===== src/rtl/wm_seq_if.sv =====
// wm_seq_if: tick and button inputs plus status and actuator outputs of the wash sequencer.
interface wm_seq_if;
    logic       clkCnt_1msEnd;
    logic       start_en;
    logic       stop_en;
    logic       mode_en;
    logic [1:0] mode;
    logic [2:0] state;
    logic       water_in;
    logic       motor_on;
    logic       motor_fast;
    logic       drain;
    logic [7:0] remain_sec;
    logic       done;

    modport master (
        output clkCnt_1msEnd, start_en, stop_en, mode_en,
        input  mode, state, water_in, motor_on, motor_fast, drain, remain_sec, done
    );

    modport slave (
        input  clkCnt_1msEnd, start_en, stop_en, mode_en,
        output mode, state, water_in, motor_on, motor_fast, drain, remain_sec, done
    );
endinterface


===== src/rtl/wm_seq.sv =====
// wm_seq: washing-machine program sequencer with timed phases, pause/resume, stop and mode select.
module wm_seq #(
    parameter int MS_PER_SEC = 1000,
    parameter int FILL_SEC   = 10,
    parameter int WASH_SEC   = 60,
    parameter int RINSE_SEC  = 30,
    parameter int SPIN_SEC   = 20,
    parameter int DONE_SEC   = 5,
    parameter int QUICK_DIV  = 2
) (
    input logic     clk,
    input logic     rstn,
    wm_seq_if.slave bus
);
    localparam logic [2:0] S_IDLE  = 3'd0;
    localparam logic [2:0] S_FILL  = 3'd1;
    localparam logic [2:0] S_WASH  = 3'd2;
    localparam logic [2:0] S_RINSE = 3'd3;
    localparam logic [2:0] S_SPIN  = 3'd4;
    localparam logic [2:0] S_DONE  = 3'd5;
    localparam logic [2:0] S_PAUSE = 3'd6;
    localparam int MSW = MS_PER_SEC > 1 ? $clog2(MS_PER_SEC) : 1;
    localparam logic [MSW-1:0] MS_LAST = MSW'(MS_PER_SEC - 1);
    localparam int QW = (WASH_SEC / QUICK_DIV) > 1 ? WASH_SEC / QUICK_DIV : 1;
    localparam int QR = (RINSE_SEC / QUICK_DIV) > 1 ? RINSE_SEC / QUICK_DIV : 1;

    logic [2:0]     state_q, state_d, saved_q, saved_d, tgt;
    logic [1:0]     mode_q, mode_d;
    logic [7:0]     remain_q, remain_d;
    logic [MSW-1:0] ms_q, ms_d;
    logic           running, sec_tick, load;

    // Idle loads 0 so remain_sec reads 0 whenever the machine is idle.
    function automatic logic [7:0] dur(input logic [2:0] s, input logic quick);
        return s == S_FILL  ? 8'(FILL_SEC) :
               s == S_WASH  ? (quick ? 8'(QW) : 8'(WASH_SEC)) :
               s == S_RINSE ? (quick ? 8'(QR) : 8'(RINSE_SEC)) :
               s == S_SPIN  ? 8'(SPIN_SEC) :
               s == S_DONE  ? 8'(DONE_SEC) : 8'd0;
    endfunction

    assign running  = state_q >= S_FILL && state_q <= S_DONE;
    assign sec_tick = running && bus.clkCnt_1msEnd && ms_q == MS_LAST;

    always_comb begin
        state_d  = state_q;
        saved_d  = saved_q;
        mode_d   = mode_q;
        remain_d = remain_q;
        ms_d     = ms_q;
        load     = 1'b0;
        tgt      = state_q;
        if (bus.stop_en) begin
            load = state_q != S_IDLE;
            tgt  = S_IDLE;
        end else if (bus.start_en) begin
            if (state_q == S_IDLE || state_q == S_DONE) begin
                load = 1'b1;
                tgt  = state_q == S_DONE ? S_IDLE : mode_q == 2'd2 ? S_SPIN : S_FILL;
            end else if (state_q == S_PAUSE) begin
                state_d = saved_q;
            end else begin
                state_d = S_PAUSE;
                saved_d = state_q;
            end
        end else if (bus.mode_en && state_q == S_IDLE) begin
            mode_d = mode_q == 2'd2 ? 2'd0 : mode_q + 2'd1;
        end else if (sec_tick && remain_q <= 8'd1) begin
            load = 1'b1;
            tgt  = state_q == S_DONE ? S_IDLE : state_q + 3'd1;
        end else if (sec_tick) begin
            remain_d = remain_q - 8'd1;
            ms_d     = '0;
        end else if (running && bus.clkCnt_1msEnd) begin
            ms_d = ms_q + 1'b1;
        end
        if (load) begin
            state_d  = tgt;
            remain_d = dur(tgt, mode_q == 2'd1);
            ms_d     = '0;
        end
    end

    always_ff @(posedge clk or negedge rstn) begin
        if (!rstn) begin
            state_q  <= S_IDLE;
            saved_q  <= S_IDLE;
            mode_q   <= 2'd0;
            remain_q <= 8'd0;
            ms_q     <= '0;
        end else begin
            state_q  <= state_d;
            saved_q  <= saved_d;
            mode_q   <= mode_d;
            remain_q <= remain_d;
            ms_q     <= ms_d;
        end
    end

    // Actuators decode the next state so they switch on the same edge as state.
    always_ff @(posedge clk or negedge rstn) begin
        if (!rstn) begin
            bus.water_in   <= 1'b0;
            bus.motor_on   <= 1'b0;
            bus.motor_fast <= 1'b0;
            bus.drain      <= 1'b0;
            bus.done       <= 1'b0;
        end else begin
            bus.water_in   <= state_d == S_FILL || state_d == S_RINSE;
            bus.motor_on   <= state_d == S_WASH || state_d == S_RINSE || state_d == S_SPIN;
            bus.motor_fast <= state_d == S_SPIN;
            bus.drain      <= state_d == S_SPIN;
            bus.done       <= state_d == S_DONE;
        end
    end

    assign bus.state      = state_q;
    assign bus.mode       = mode_q;
    assign bus.remain_sec = remain_q;
endmodule


===== src/flat_wrapper.sv =====
// flat-port wrapper written by rule: the top's interface ports become plain ports
module wm_seq_flat 
#(
    parameter int MS_PER_SEC = 1000,
    parameter int FILL_SEC   = 10,
    parameter int WASH_SEC   = 60,
    parameter int RINSE_SEC  = 30,
    parameter int SPIN_SEC   = 20,
    parameter int DONE_SEC   = 5,
    parameter int QUICK_DIV  = 2
)
  (clk, rstn, bus_clkCnt_1msEnd, bus_start_en, bus_stop_en, bus_mode_en, bus_mode, bus_state, bus_water_in, bus_motor_on, bus_motor_fast, bus_drain, bus_remain_sec, bus_done);
  wm_seq_if bus_i ();
  input logic clk;
  input logic rstn;
  input wire logic [$bits(bus_i.clkCnt_1msEnd)-1:0] bus_clkCnt_1msEnd;
  input wire logic [$bits(bus_i.start_en)-1:0] bus_start_en;
  input wire logic [$bits(bus_i.stop_en)-1:0] bus_stop_en;
  input wire logic [$bits(bus_i.mode_en)-1:0] bus_mode_en;
  output wire logic [$bits(bus_i.mode)-1:0] bus_mode;
  output wire logic [$bits(bus_i.state)-1:0] bus_state;
  output wire logic [$bits(bus_i.water_in)-1:0] bus_water_in;
  output wire logic [$bits(bus_i.motor_on)-1:0] bus_motor_on;
  output wire logic [$bits(bus_i.motor_fast)-1:0] bus_motor_fast;
  output wire logic [$bits(bus_i.drain)-1:0] bus_drain;
  output wire logic [$bits(bus_i.remain_sec)-1:0] bus_remain_sec;
  output wire logic [$bits(bus_i.done)-1:0] bus_done;
  assign bus_i.clkCnt_1msEnd = bus_clkCnt_1msEnd;
  assign bus_i.start_en = bus_start_en;
  assign bus_i.stop_en = bus_stop_en;
  assign bus_i.mode_en = bus_mode_en;
  assign bus_mode = bus_i.mode;
  assign bus_state = bus_i.state;
  assign bus_water_in = bus_i.water_in;
  assign bus_motor_on = bus_i.motor_on;
  assign bus_motor_fast = bus_i.motor_fast;
  assign bus_drain = bus_i.drain;
  assign bus_remain_sec = bus_i.remain_sec;
  assign bus_done = bus_i.done;
  wm_seq #(.MS_PER_SEC(MS_PER_SEC), .FILL_SEC(FILL_SEC), .WASH_SEC(WASH_SEC), .RINSE_SEC(RINSE_SEC), .SPIN_SEC(SPIN_SEC), .DONE_SEC(DONE_SEC), .QUICK_DIV(QUICK_DIV)) u_core (.clk(clk), .rstn(rstn), .bus(bus_i));
endmodule

===== config.mk =====
export PLATFORM = sky130hd
export DESIGN_NAME = wm_seq_flat
export DESIGN_NICKNAME = d
export VERILOG_FILES = /design/src/rtl/wm_seq_if.sv /design/src/rtl/wm_seq.sv /design/src/flat_wrapper.sv
export SDC_FILE = /design/constraint.sdc
export NUM_CORES = 1
export LEC_CHECK = 0
export CORE_UTILIZATION = 40
export DETAILED_ROUTE_END_ITERATION = 10
export PLACE_DENSITY_LB_ADDON = 0.2
export SYNTH_ARGS = -nofsm -noshare
export SYNTH_HDL_FRONTEND = slang
export SYNTH_SLANG_ARGS = --single-unit

===== constraint.sdc =====
create_clock -name clk -period 2.9 [get_ports clk]
set_input_delay 0.58 -clock clk [delete_from_list [all_inputs] [get_ports clk]]
set_output_delay 0.58 -clock clk [all_outputs]
set_load 0.02 [all_outputs]

==> qor.yml <==
timing:
  hold_ws_ns: 0.533
  slew_viol_final: 0
  fin_skew_ns: 0.00693
  worstMarginPinSlew_ns: 0.579
  setup-violations-final: 0
  max_slew_margin_pct: 61.0
  fin_crit_ns: 2.74
  fin_crit_sh_pct: 94.5
  rsz0062_at_grt: "false"
  fmax_ghz: 0.365
  setup_tns_ns: 0
  hold_viol: 0
finish:
  synthToLayoutAreaGrowth_pct: 26.6
  fin_area_um2: 2550
  finish.utilization_pct: 53.4
  drive_gt1_share_pct: 16.6
  final_cells: 350
  diodes: 0
  fin_nets: 292
worst_setup_path:
  path_class: "reg2reg"
  cp-end-kind: "register"
  startpoint_type: "register"
  crit_required_ns: 3.05
  cp_max_fo: 8
  slowest_delay_ns: 0.57
  crit_chain: "or4_4, or4_4, nor4_2, o21bai_2, ha_1, nor2_1, a31oi_1, o22ai_1, o21ai_1"
  crit_start: "u_core.bus.remain_sec[3]"
  rr_startpoint: "u_core.bus.remain_sec[3]"
  slowest_stage: "or4_4"
  arrival_ns: 2.89
  cpMostUsedCell: "or4_4"
power:
  peakVddDrop_v: 0.000491
  seq_power_share_pct: 29.7
  power.switching_uw: 976
  clkPwrFrac_pct: 16.2
  leakage_nw: 1.06
  p_sw_share_pct: 44.3
  internal_power_mw: 1.23
  power.density_nw_per_um2: 862
  pwr-share-comb_pct: 54.1
detailed_routing:
  drc: 0
  first_pass_iters: 5
  dr_total_vias: 1999
  wl_met2_um: 2440
  wire_per_inst_um: 15.1
  wl_um: 5290
  top_layer: "met4"
  vias_per_cell: 5.71
  first_iter_violations: 233
  drtAntennaViolNets: 0
  wl_met1_um: 2440
  dr_wl_met3_um: 355
yosys:
  ys_seq_elements: 30
  ys_types: 56
  ys_seq_area_share_pct: 37.2
  synth_area_um2: 2020
  synth_edf_count: 0
  synth_ff_type: "dfrtp_1"
  yosysWarningCount: 0
  synthesis.area_per_instance_um2: 8.40
  async_flop_share_pct: 100
  syn-instance-count: 240
  syn-num-nets: 250
floorplanning:
  core_um2: 4790
  io_pins: 24
  die_h_um: 73.0
  rows: 25
  die_w_um: 73.0
  die-area_um2: 5330
  initial_core_util_pct: 42.1
run:
  cap_violations: 0
cts:
  cts_made_buffers: 5
  clockBufferDepth: 2
  htreeDepth: 2
  insertion_delay_ns: 0.28
  clkTransAtPathRegs_ns: 0.07
  root_buffer: "clkbuf_8"
  cts_tree: "done"
  cts_sinks: 30
global_route:
  track_usage_pct: 21.7
  grt_pass1_vias: 1872
  antenna_found_initial: 0
  grt_pass1_wl_um: 8910
  grt-ovfl-total: 0
  grt_max_degree: 31
placed_design:
  dpl_cell_area_um2: 2430
  placed_cells: 340
  place_hpwl_um: 3770
  gp_congestion: 0.834
  port_buffers: 23
outcome:
  outcome: "finished clean"
min_path:
  min_from: "u_core.bus.mode[0]"
  min_path_type: "reg2reg"
-- cell usage in the layout (no fill, tap or decap), types with 6 or more instances in the layout --
cell             synthesis  routed
dfrtp_1                 30      29
nor2_1                  28      28
nand2_1                 25      25
buf_4                    1      25
clkdlybuf4s50_1          0      23
o21ai_0                 14      14
a21oi_1                 13      13
nand3_1                  9       9
nor3_1                   8       8
inv_1                    7       7
nand4_1                  6       6
clkbuf_8                 0       6
-- timing repair --
item	4_1_cts	5_1_grt
hold buffers	0	0
buffers inserted	0	2
gates resized for setup	0	3
endpoints found under the setup margin	0	2
-- Yosys cell counts (all sizes together) (2+ instances only) --
library cell  number  area [um^2]
nor3               8         40.0
nor4               5         31.3
dfrtp             30          751
nor4b              2         17.5
nand4              6         37.5
inv                7         26.3
or3                2         12.5
a31oi              4         25.0
ha                 4         50.1
nor2b              3         18.8
xnor2              2         17.5
o211ai             2         15.0
o311ai             2         17.5
xor2               5         43.8
a22o               2         17.5
nor2              29          111
or4                2         22.5
clkbuf             9         33.8
nand3b             4         30.0
a21o               2         15.0
o21a               2         15.0
a211oi             2         15.0
nand2             25         93.8
nand3              9         45.0
o21ai             16         83.8
o31ai              6         58.8
and2               2         12.5
a21oi             13         65.1
nand2b             5         31.3
and3               6         42.5
o32a               2         20.0
o22ai              2         12.5
buf                4         41.3
-- registers in the layout, indices dropped and copies added, names as in the netlist --
name	count
u_core.bus.state	3
u_core.bus.water_in	1
u_core.bus.done	1
u_core.ms_q	10
u_core.bus.motor_on	1
u_core.bus.motor_fast	1
u_core.bus.remain_sec	8
u_core.bus.mode	2
u_core.saved_q	3
-- worst paths after layout --
| check | slack [ns] | cells past startpoint | endpoint |
|---|---|---|---|
| min | 0.53 | 2 | u_core.bus.mode[0] |
| max reg2reg | 0.16 | 9 | u_core.bus.remain_sec[3] |
| min reg2reg | 0.53 | 2 | u_core.bus.mode[0] |
| min in group asynchronous | 0.69 | 2 | u_core.bus.mode[0] |
| max | 0.16 | 9 | u_core.bus.remain_sec[3] |
| max in group asynchronous | 1.90 | 2 | u_core.bus.remain_sec[3] |
-- power groups by stage --
| stage | clock [mW] | sequential (mW) | combinational [mW] |
|---|---|---|---|
| 2_1_floorplan | 0 | 0.716 | 0.692 |
| 3_3_place_gp | 0 | 0.655 | 1.15 |
| 3_5_place_dp | 0 | 0.658 | 1.16 |
| 4_1_cts | 0.364 | 0.651 | 1.17 |
| 5_1_grt | 0.380 | 0.669 | 1.30 |
| 6_report | 0.358 | 0.653 | 1.19 |
-- layer usage --
layer | vias up | GRT usage [%]
li1 | 969 | -
met1 | 944 | 30.5
met2 | 81 | 34.0
met3 | 5 | 4.42
met4 | 0 | 5.66
met5 | - | 0
-- critical path: cells and delay by family (launching register included) --
kind | cells | cell delay (ns)
AO/OA/AOI/OAI | 4 | 0.50
adder cells (fa/ha/maj) | 1 | 0.24
flip-flops | 1 | 0.40
AND/OR/NAND/NOR | 4 | 1.47
-- cells by family (layout without fill, tap and decap cells) --
| logic type | after synthesis | in the layout | synth area share [%] |
|---|---|---|---|
| buf+inv | 20 | 63 | 5.02 |
| xor+xnor | 7 | 7 | 3.04 |
| simple gates | 112 | 112 | 28.8 |
| compound gates | 65 | 65 | 22.4 |
| mux | 2 | 2 | 1.05 |
| flops | 30 | 30 | 37.2 |
| fa+ha+maj | 4 | 4 | 2.48 |
-- cell type report --
class / count / area [um^2]
Clock buffer: 6 / 82.6
Clock inverter: 2 / 12.5
Inverter: 7 / 26.3
Multi-Input combinational cell: 190 / 1180
Sequential cell: 30 / 752
Fill cell: 445 / 2230
Tap cell: 67 / 83.8
Timing Repair Buffer: 48 / 418
-- stage by stage --
stage          power (mW)  setup WS [ns]
5_1_grt              2.35         0.0452
2_1_floorplan        1.41         0.0311
4_1_cts              2.18         0.0536
3_5_place_dp         1.81         0.0984
6_report             2.20          0.159
3_3_place_gp         1.80         0.0945
No activity file was read; power rests on OpenSTA's default activity.
